[config.mk]
export PLATFORM = sky130hd
export DESIGN_NAME = seg7_scan_driver
export DESIGN_NICKNAME = d
export VERILOG_FILES = /design/src/rtl/seg7_pkg.sv /design/src/rtl/seg7_decode.sv /design/src/rtl/seg7_scan_driver.sv
export SDC_FILE = /design/constraint.sdc
export NUM_CORES = 1
export LEC_CHECK = 0
export BUFFER_PORTS_ARGS = -buffer_cell sky130_fd_sc_hd__buf_2
export CORE_MARGIN = 4
export CORE_UTILIZATION = 47
export DETAILED_ROUTE_END_ITERATION = 16
export PLACE_DENSITY_LB_ADDON = 0.3
export SLEW_MARGIN = 15
export SYNTH_ARGS = -nofsm -noshare
export SYNTH_HDL_FRONTEND = slang
export SYNTH_SLANG_ARGS = --single-unit
[constraint.sdc]
create_clock -name clk -period 4.4 [get_ports clk]
set_input_delay 0.88 -clock clk [delete_from_list [all_inputs] [get_ports clk]]
set_output_delay 0.88 -clock clk [all_outputs]
set_load 0.05 [all_outputs]
[src/rtl/seg7_pkg.sv]
// Shared segment patterns for the seven-segment scan driver.
// Patterns are active-low, segment a on bit 0 through g on bit 6.
package seg7_pkg;

   localparam logic [6:0] SEG_BLANK = 7'h7F;

   localparam logic [6:0] SEG_ROM [16] = '{
      7'h40, 7'h79, 7'h24, 7'h30,
      7'h19, 7'h12, 7'h02, 7'h78,
      7'h00, 7'h10, 7'h08, 7'h03,
      7'h46, 7'h21, 7'h06, 7'h0E
   };

endpackage

[src/rtl/seg7_decode.sv]
// Nibble to active-low segment pattern; valid drops for 10-15 in BCD mode.
module seg7_decode
   import seg7_pkg::*;
(
   input  logic [3:0] nibble,
   input  logic       hex_mode,
   output logic [6:0] seg,
   output logic       valid
);

   assign valid = hex_mode || (nibble <= 4'd9);
   assign seg   = valid ? SEG_ROM[nibble] : SEG_BLANK;

endmodule

[src/rtl/seg7_scan_driver.sv]
// Multiplexed seven-segment scanner with frame-synchronous shadow
// registers, per-digit blanking/blinking and registered outputs.
module seg7_scan_driver
   import seg7_pkg::*;
#(
   parameter int DIGITS    = 8,
   parameter int CLK_DIV   = 50000,
   parameter int BLINK_DIV = 32
)(
   input  logic                clk,
   input  logic                rst_n,
   input  logic [4*DIGITS-1:0] data,
   input  logic                load,
   input  logic [DIGITS-1:0]   dp_in,
   input  logic [DIGITS-1:0]   digit_en,
   input  logic [DIGITS-1:0]   blink_en,
   input  logic                hex_mode,
   output logic [6:0]          seg,
   output logic                dp_n,
   output logic [DIGITS-1:0]   an,
   output logic                frame_done,
   output logic                upd_pend
);

   localparam int IW = (DIGITS > 1) ? $clog2(DIGITS) : 1;
   localparam int DW = $clog2(CLK_DIV);
   localparam int BW = (BLINK_DIV > 1) ? $clog2(BLINK_DIV) : 1;
   localparam logic [DW-1:0] DIV_MAX = DW'(CLK_DIV - 1);
   localparam logic [IW-1:0] IDX_MAX = IW'(DIGITS - 1);
   localparam logic [BW-1:0] BLK_MAX = BW'(BLINK_DIV - 1);

   logic [DW-1:0]       div;
   logic [IW-1:0]       idx;
   logic [BW-1:0]       fcnt;
   logic                phase;
   logic                tick;
   logic                wrap;

   logic [4*DIGITS-1:0] pend_data, disp_data;
   logic [DIGITS-1:0]   pend_dp, disp_dp;
   logic [DIGITS-1:0]   pend_en, disp_en;
   logic [DIGITS-1:0]   pend_blink, disp_blink;

   logic [3:0]          nib;
   logic [6:0]          dec_seg;
   logic                dec_valid;
   logic                blank;

   assign tick = (div == DIV_MAX);
   assign wrap = tick && (idx == IDX_MAX);

   always_ff @(posedge clk or negedge rst_n) begin
      if (!rst_n) begin
         div <= '0;
         idx <= '0;
      end else if (tick) begin
         div <= '0;
         idx <= (idx == IDX_MAX) ? '0 : idx + IW'(1);
      end else begin
         div <= div + DW'(1);
      end
   end

   always_ff @(posedge clk or negedge rst_n) begin
      if (!rst_n) begin
         fcnt       <= '0;
         phase      <= 1'b1;
         frame_done <= 1'b0;
      end else begin
         frame_done <= wrap;
         if (wrap) begin
            if (fcnt == BLK_MAX) begin
               fcnt  <= '0;
               phase <= ~phase;
            end else begin
               fcnt <= fcnt + BW'(1);
            end
         end
      end
   end

   // Display only changes on a frame wrap so a scan never mixes old and new.
   always_ff @(posedge clk or negedge rst_n) begin
      if (!rst_n) begin
         pend_data  <= '0;
         pend_dp    <= '0;
         pend_en    <= '0;
         pend_blink <= '0;
         disp_data  <= '0;
         disp_dp    <= '0;
         disp_en    <= '0;
         disp_blink <= '0;
         upd_pend   <= 1'b0;
      end else if (load && wrap) begin
         disp_data  <= data;
         disp_dp    <= dp_in;
         disp_en    <= digit_en;
         disp_blink <= blink_en;
         upd_pend   <= 1'b0;
      end else if (load) begin
         pend_data  <= data;
         pend_dp    <= dp_in;
         pend_en    <= digit_en;
         pend_blink <= blink_en;
         upd_pend   <= 1'b1;
      end else if (wrap && upd_pend) begin
         disp_data  <= pend_data;
         disp_dp    <= pend_dp;
         disp_en    <= pend_en;
         disp_blink <= pend_blink;
         upd_pend   <= 1'b0;
      end
   end

   assign nib = disp_data[4*idx +: 4];

   seg7_decode u_dec (
      .nibble   (nib),
      .hex_mode (hex_mode),
      .seg      (dec_seg),
      .valid    (dec_valid)
   );

   assign blank = !disp_en[idx]
               || (disp_blink[idx] && !phase)
               || !dec_valid;

   always_ff @(posedge clk or negedge rst_n) begin
      if (!rst_n) begin
         an   <= '1;
         seg  <= SEG_BLANK;
         dp_n <= 1'b1;
      end else if (blank) begin
         an   <= '1;
         seg  <= SEG_BLANK;
         dp_n <= 1'b1;
      end else begin
         an   <= ~(DIGITS'(1) << idx);
         seg  <= dec_seg;
         dp_n <= ~disp_dp[idx];
      end
   end

endmodule

==> results of run 1 <==
-- flip-flops by register name (all words and copies together), names as in the netlist, 3 cells and up --
register    count
disp_data      32
pend_data      32
div            16
an              8
disp_blink      8
disp_dp         8
disp_en         8
pend_blink      8
pend_dp         8
pend_en         8
seg             7
fcnt            5
idx             3
-- layout make-up --
class	instances	area, um2	area share, %
clock buffers	25	505	5.97
clock inverters	6	109	1.29
inverters	8	30.0	0.355
multi-input cells	389	3220	38.0
flip-flops and latches	155	3900	46.1
well taps	211	264	3.12
repair buffers	83	439	5.19
-- power groups by stage --
stage / Combinational [uW] / Sequential [uW] / Clock (uW)
global placement: 220 / 1530 / 0
finish: 220 / 1510 / 1520
detailed placement: 226 / 1530 / 0
floorplan: 146 / 1520 / 0
global route: 244 / 1510 / 1620
CTS: 227 / 1510 / 1550
-- synthesized netlist by cell type, drive strengths merged (2+ instances only) --
cell type / n / share of area, %
and4: 2 / 0.24
nor3: 2 / 0.14
nor2: 18 / 0.91
or3: 2 / 0.24
buf: 26 / 3.2
clkbuf: 7 / 0.35
mux2: 58 / 11
nand4: 3 / 0.25
xor2: 5 / 0.59
mux2i: 62 / 8.6
and2: 2 / 0.17
xnor2: 10 / 1.2
o21ai: 63 / 4.3
nand2: 86 / 4.6
nand4b: 2 / 0.24
inv: 7 / 0.35
nor4: 2 / 0.37
a21oi: 2 / 0.14
nand3: 14 / 0.95
mux4: 14 / 4.3
dfrtp: 138 / 47
and3: 5 / 0.42
o221ai: 4 / 0.47
ha: 15 / 2.5
nand3b: 3 / 0.30
nand2b: 5 / 0.42
o211ai: 3 / 0.30
dfstp: 17 / 6.0
-- routing by layer --
| layer | track usage (%) | vias up | part of all wire, % |
|---|---|---|---|
| met1 | 24.3 | 2289 | 48 |
| met5 | 0 | - | 0 |
| met4 | 6.23 | 0 | 1.5 |
| met2 | 26.4 | 78 | 47 |
| li1 | - | 2197 | - |
| met3 | 5.02 | 25 | 3.7 |
-- path summary, 6_finish.rpt --
check,end,slack [ns],depth (start not counted)
worst max-delay path,seg[5]$_DFF_PN1_,1.48,8
worst min-delay path,div[0]$_DFF_PN0_,0.48,1
worst max register to register,seg[5]$_DFF_PN1_,1.48,8
worst min register to register,div[0]$_DFF_PN0_,0.48,1
max in group asynchronous,phase$_DFFE_PN1P_,2.85,2
min in group asynchronous,div[4]$_DFF_PN0_,0.61,1
-- cells by family after synthesis --
group,after synthesis,synth area share (%)
compound gates,76,5.86
xor+xnor,15,1.77
fa+ha+maj,15,2.53
mux,134,23.7
buf+inv,41,3.97
simple gates,149,9.56
flops,155,52.6
-- per-stage QoR --
| step | utilization [%] | instances | instance area (um2) |
|---|---|---|---|
| floorplan | - | 585 | 7410 |
| global route | 55.3 | 877 | 8460 |
| detailed placement | 51.3 | 846 | 7850 |
| CTS | 55.3 | 877 | 8460 |
| global placement | 51.3 | 846 | 7850 |
| finish | 55.3 | 877 | 8460 |
-- critical path, stage by stage (launching register included) --
cell and delay (ns):
dfrtp_1 0.61, buf_4 0.30, mux4_2 0.51, mux2_2 0.32
inv_1 0.15, ha_1 0.21, o21ai_2 0.08, a22oi_4 0.41
o221ai_1 0.22
==> out/qor.yml, run 1 <==
global_route:
  grt_start_max_net_pins: 117
  grt_pass1_wl_um: 24700
  grt_pass1_vias: 4812
  grt_overflow: 0
  grt.total_usage_pct: 17.5
  antenna_found_initial: 0
clock_tree:
  numCtsBuffers: 17
  cts_resized: 0
  numClockSinks: 155
  cts_tree: "built"
  postCtsSetupRepairBufs: 0
  cts_hold_buf: 0
  insertion_delay_ns: 0.43
  cts_buffer_depth: 2
  htree_levels: 4
  clkTransAtPathRegs_ns: 0.06
  clockRootBuffer: "clkbuf_16"
power:
  finalPower_uw: 3250
  seq_power_share_pct: 46.3
  pwr-share-clk_pct: 46.9
  p_sw_uw: 687
  p_int_uw: 2560
  p_per_area_nw_per_um2: 384
  pwr-share-comb_pct: 6.8
  peakVddDrop_mv: 0.276
  p_sw_share_pct: 21.1
  p_leak_uw: 0.00394
synth:
  yosysWarnings: 0
  synth_flop_cell: "dfrtp_1"
  synth_fp_nets: 660
  syn_area_um2: 7410
  synth.distinct_cells: 48
  ys_async_sr_fraction_pct: 100
  postSynthAreaPerCell_um2: 12.7
  syn_inst: 585
  seq_area_frac_synth_pct: 52.6
  synth-seq-cells: 155
  synth_edf_count: 0
die:
  die_x_um: 134
  rows: 45
  pin_count: 78
  dieArea_um2: 17800
  core_um2: 15300
  die-height_um: 134
  initial_utilization_pct: 48.4
timing:
  tns_ns: 0
  worst_slack_ns: 1.48
  fin_hold_ws_ns: 0.478
  slew_headroom_pct: 31.7
  max_slew.worst_pin.slew_ns: 1.02
  fin_crit_ns: 2.92
  final.period_utilization_pct: 66.4
  max_freq_mhz: 342
  finClkSkew_ns: 0.00777
  final-hold-violation-count: 0
  rsz0062_at_grt: "no"
  setup_viol: 0
  finalMaxSlewViolations: 0
setup_path:
  crit_path_start: "idx[0]$_DFFE_PN0N_"
  r2r-start: "idx[0]$_DFFE_PN0N_"
  critPathKind: "reg -> reg"
  cp.arrival_ns: 3.25
  worst-path-max-fanout: 16
  cp-start-kind: "flop"
  crit_path_end_kind: "flop"
  cp_data_required_time_ns: 4.72
place:
  place.gp.congestion: 0.761
  place_ws_ns: 1.44
  hpwlAfterDp_um: 9690
  port_buffers: 77
finish:
  final_nets: 729
  mostFrequentLayoutCells: "138 x dfrtp_1, 84 x nand2_1, 75 x buf_2"
  syn2layout_area_growth_pct: 14.2
  n_fill_cell: 1311
  diodes: 0
  final_common_cell: "dfrtp_1"
  layout-drive-gt1-share_pct: 31.4
detailed_routing:
  vias: 4589
  drc: 0
  via_per_inst: 5.23
  drt-initial-drc-count: 335
  ant_nets: 0
  wirelength_um: 14400
  first_pass_iters: 4
  routedWlPerCell_um: 16.4
worst_hold_path:
  min-delay-start: "div[0]$_DFF_PN0_"
  hp-class: "reg -> reg"
run:
  cap_violations: 0
outcome:
  status: "finished, final reports clean"
Note: power is estimated with default switching activity, not from simulation.
==> inputs of run 2 (changes only) <==
- clock period: 4.4 -> 3 ns (I/O delays scaled with it)
==> out/qor.yml, run 2 (synthesis gave the netlist of run 1 again) <==
clock_tree:
  clkTransAtPathRegs_ns: 0.06
  cts_buffer_depth: 2
  clockRootBuffer: "clkbuf_16"
  numClockSinks: 155
  cts_resized: 0
  numCtsBuffers: 17
  postCtsSetupRepairBufs: 0
  cts_hold_buf: 0
  htree_levels: 4
  cts_tree: "built"
  insertion_delay_ns: 0.42
die:
  dieArea_um2: 17800
  die_x_um: 134
  rows: 45
  pin_count: 78
  core_um2: 15300
  initial_utilization_pct: 48.4
  die-height_um: 134
finish:
  diodes: 0
  syn2layout_area_growth_pct: 15.7
  top_regs: "disp_data x32, pend_data x32, div x16"
  final_nets: 734
  utilization_pct: 56.0
  final_common_cell: "dfrtp_1"
  multi_input_area_um2: 3220
  stdcell_area_um2: 8580
  layout-drive-gt1-share_pct: 32.0
  n_fill_cell: 1264
  area.sequential_um2: 3900
  mostFrequentLayoutCells: "138 x dfrtp_1, 84 x nand2_1, 75 x buf_2"
detailed_routing:
  wirelength_um: 14500
  ant_nets: 0
  drt-initial-drc-count: 303
  routedWlPerCell_um: 16.4
  first_pass_iters: 4
  via_per_inst: 5.18
  drc: 0
  vias: 4578
place:
  place.gp.congestion: 0.865
  port_buffers: 77
  hpwlAfterDp_um: 9920
  placed_cell_area_um2: 7930
setup_path:
  cp.arrival_ns: 2.90
  critPathKind: "reg -> reg"
  cp_top_family: "multiplexers"
  cp_data_required_time_ns: 3.31
  crit_path_end_kind: "flop"
  critPathMaxStageDelay_ns: 0.56
  cp-start-kind: "flop"
  worst-path-max-fanout: 16
  slowest_stage: "mux4_2"
  path_cells: "buf_4, mux4_2, mux2i_2, o21ai_2, a22oi_4, o221ai_1"
  rrSetupSlack_ns: 0.41
  cp_num_buf_inv: 1
timing:
  final.period_utilization_pct: 86.4
  fin_crit_ns: 2.59
  final-hold-violation-count: 0
  slew_headroom_pct: 52.1
  rsz0062_at_grt: "no"
  max_freq_mhz: 386
  finalMaxSlewViolations: 0
  finClkSkew_ns: 0.00574
  tns_ns: 0
  fin_hold_ws_ns: 0.191
  setup_viol: 0
  max_slew.worst_pin.slew_ns: 0.713
global_route:
  grt_pass1_wl_um: 24200
  grt_overflow: 0
  grt_start_max_net_pins: 111
  grt.total_usage_pct: 17.1
  grt_pass1_vias: 4731
  antenna_found_initial: 0
power:
  p_leak_uw: 0.00399
  seq_power_share_pct: 45.3
  p_sw_uw: 1000
  p_int_uw: 3870
  p_sw_share_pct: 20.5
  p_per_area_nw_per_um2: 568
  pwr-share-comb_pct: 6.7
  peakVddDrop_mv: 0.377
  pwr-share-clk_pct: 48.0
outcome:
  status: "finished, final reports clean"
worst_hold_path:
  hp-class: "in -> async"
run:
  cap_violations: 0
==> run 2: final cells by class <==
class                   instances  area share [%]
flip-flops and latches        155            45.5
multi-input cells             389            37.5
clock buffers                  26            6.05
repair buffers                 88            6.00
well taps                     211            3.08
clock inverters                 6            1.55
inverters                       8           0.350
==> run 2: power groups by stage <==
| stage | Sequential, uW | Combinational, uW | Clock, uW |
|---|---|---|---|
| finish | 2210 | 325 | 2340 |
| global route | 2210 | 358 | 2500 |
| CTS | 2210 | 334 | 2390 |
| detailed placement | 2240 | 332 | 0 |
| global placement | 2240 | 324 | 0 |
| floorplan | 2230 | 213 | 0 |
==> run 2: per-layer routing <==
layer,share of wire [%],up-vias,global-route usage [%]
met3,4.3,20,4.76
met4,1.4,0,5.77
met1,47,2255,23.2
met2,48,93,26.6
li1,-,2210,-
met5,0,-,0
==> run 2: final timing paths <==
check,from,end,depth (start not counted)
worst max-delay path,idx[0]$_DFFE_PN0N_,seg[6]$_DFF_PN1_,6
max in group asynchronous,rst_n,pend_blink[2]$_DFFE_PN0P_,2
worst max register to register,idx[0]$_DFFE_PN0N_,seg[6]$_DFF_PN1_,6
worst min-delay path,rst_n,frame_done$_DFF_PN0_,1
worst min register to register,fcnt[4]$_DFFE_PN0P_,fcnt[4]$_DFFE_PN0P_,2
min in group clk,data[10],pend_data[10]$_DFFE_PN0P_,2
==> run 2: worst register-to-register path, cell delays in order, from the launching register on <==
cell and delay, ns:
dfrtp_1 0.44, buf_4 0.31, mux4_2 0.56, mux2i_2 0.40
o21ai_2 0.13, a22oi_4 0.40, o221ai_1 0.23
==> run 2: stage by stage <==
step | setup slack [ns] | std cells | total power, uW
2_1_floorplan | 0.400 | 585 | 2450
3_3_place_gp | 0.553 | 851 | 2560
3_5_place_dp | 0.435 | 851 | 2570
4_1_cts | 0.420 | 883 | 4930
5_1_grt | 0.237 | 883 | 5070
6_report | 0.409 | 883 | 4870
==> inputs of run 3 (changes only) <==
- BUFFER_PORTS_ARGS: -buffer_cell sky130_fd_sc_hd__buf_2 -> default
- DONT_BUFFER_PORTS: default -> 1
==> out/qor.yml, run 3 (synthesis gave the netlist of run 1 again) <==
outcome:
  status: "finished, violations left"
  violations: "hold timing"
die:
  rows: 45
  die_x_um: 134
  initial_utilization_pct: 48.4
  core_um2: 15300
  dieArea_um2: 17800
  pin_count: 78
  die-height_um: 134
power:
  p_sw_share_pct: 20.9
  pwr-share-comb_pct: 4.7
  pwr-share-clk_pct: 46.7
  seq_power_share_pct: 48.6
  p_leak_uw: 0.00369
  p_int_uw: 3590
  p_per_area_nw_per_um2: 559
  p_sw_uw: 950
  peakVddDrop_mv: 0.418
place:
  place_ws_ns: 0.349
  dp_cells: 773
  place.gp.congestion: 0.798
  placed_cell_area_um2: 7550
  hpwlAfterDp_um: 9680
  port_buffers: 0
setup_path:
  cp_top_family: "multiplexers"
  cp_data_required_time_ns: 3.31
  critPathMaxStageDelay_ns: 0.56
  r2r-start: "idx[0]$_DFFE_PN0N_"
  rrSetupSlack_ns: 0.36
  crit_path_end_kind: "flop"
  worst-path-max-fanout: 16
  reg2reg_depth: 6
  cp.arrival_ns: 2.95
  slowest_stage: "mux4_2"
  cp_num_buf_inv: 1
  rr_endpoint: "seg[4]$_DFF_PN1_"
  cp-start-kind: "flop"
  path_cells: "buf_4, mux4_2, mux2i_2, o21ai_2, a22oi_4, o221ai_1"
  critPathKind: "reg -> reg"
clock_tree:
  numCtsBuffers: 17
  cts_resized: 0
  numClockSinks: 155
  cts_tree: "built"
  cts_buffer_depth: 2
  insertion_delay_ns: 0.43
  clkTransAtPathRegs_ns: 0.06
  htree_levels: 4
  clockRootBuffer: "clkbuf_16"
global_route:
  grt_pass1_vias: 4493
  grt_overflow: 0
  grt_start_max_net_pins: 156
  antenna_found_initial: 0
  grt.total_usage_pct: 16.8
  grt_pass1_wl_um: 23700
detailed_routing:
  top_layer_used: "met4"
  met2_length_um: 6870
  via_per_inst: 5.36
  first_pass_iters: 4
  vias: 4308
  routedLengthMet1_um: 6440
  drt-initial-drc-count: 255
  drc: 0
  routedWlPerCell_um: 17.7
  ant_nets: 0
  wirelength_um: 14200
  wl_met3_um: 719
timing:
  fin_crit_ns: 2.64
  setup_viol: 0
  fin_hold_ws_ns: -0.125
  worst_slack_ns: 0.358
  max_slew.worst_pin.slew_ns: 0.795
  rsz0062_at_grt: "no"
  final-hold-violation-count: 138
  finClkSkew_ns: 0.00834
  final.period_utilization_pct: 88.1
  max_freq_mhz: 379
  finalMaxSlewViolations: 0
  slew_headroom_pct: 46.6
  tns_ns: 0
finish:
  final_common_cell: "dfrtp_1"
  syn2layout_area_growth_pct: 9.78
  finalNonFillerCells: 804
  final_nets: 656
  utilization_pct: 53.1
  stdcell_area_um2: 8140
  diodes: 0
  top_regs: "disp_data x32, pend_data x32, div x16"
  n_fill_cell: 1284
  mostFrequentLayoutCells: "138 x dfrtp_1, 84 x nand2_1, 60 x mux2i_1"
  layout-drive-gt1-share_pct: 23.4
worst_hold_path:
  hp-class: "in -> async"
run:
  cap_violations: 0
[run 3: cell count changes in the layout (fill, tap and decap cells not counted)]
cell        previous run  this run
buf_6                  1         0
buf_2                 75         0
buf_12                 3         5
clkbuf_8               6         3
clkinvlp_4             1         3
buf_4                  9         5
clkbuf_1               3         0
bufinv_16              4         2
clkinv_2               1         4
clkinv_4               0         2
[run 3: through the flow]
step                hold WS [ns]  total power, uW
global route              -0.143             4710
finish                    -0.125             4540
CTS                       -0.144             4590
detailed placement         0.310             2460
global placement           0.311             2450
floorplan                  0.304             2450
[run 3: cell type report]
| cell class | instances | area, um2 | area share, % |
|---|---|---|---|
| Timing Repair Buffer | 10 | 138 | 1.69 |
| Inverter | 8 | 30.0 | 0.369 |
| Sequential cell | 155 | 3900 | 47.9 |
| Clock inverter | 11 | 120 | 1.48 |
| Tap cell | 211 | 264 | 3.25 |
| Clock buffer | 20 | 467 | 5.74 |
| Multi-Input combinational cell | 389 | 3220 | 39.5 |
[run 3: how the worst max path moves through the flow]
stage	endpoint	depth (start not counted)	slack [ns]	startpoint
2_1_floorplan	an[0]$_DFF_PN1_	10	0.40	idx[0]$_DFFE_PN0N_
3_3_place_gp	seg[2]$_DFF_PN1_	6	0.50	idx[0]$_DFFE_PN0N_
3_5_place_dp	seg[4]$_DFF_PN1_	6	0.35	idx[0]$_DFFE_PN0N_
4_1_cts	seg[4]$_DFF_PN1_	6	0.34	idx[0]$_DFFE_PN0N_
5_1_grt	seg[4]$_DFF_PN1_	6	0.14	idx[0]$_DFFE_PN0N_
6_report	seg[4]$_DFF_PN1_	6	0.36	idx[0]$_DFFE_PN0N_
[run 3: layer usage]
| metal | GRT usage, % | vias to the layer above |
|---|---|---|
| li1 | - | 2056 |
| met1 | 22.3 | 2170 |
| met2 | 26.5 | 68 |
| met3 | 5.29 | 14 |
| met4 | 5.43 | 0 |
| met5 | 0 | - |
[run 3: what timing repair did]
| action | CTS | global route |
|---|---|---|
| hold endpoints to repair | 138 | 138 |
| setup endpoints to repair | 0 | 0 |
| setup buffers | 0 | 0 |
[run 3: power groups by stage]
| stage | Clock, uW | Sequential, uW | Combinational [uW] |
|---|---|---|---|
| 3_5_place_dp | 0 | 2240 | 216 |
| 4_1_cts | 2160 | 2210 | 218 |
| 2_1_floorplan | 0 | 2230 | 213 |
| 3_3_place_gp | 0 | 2240 | 211 |
| 6_report | 2120 | 2210 | 214 |
| 5_1_grt | 2260 | 2210 | 231 |
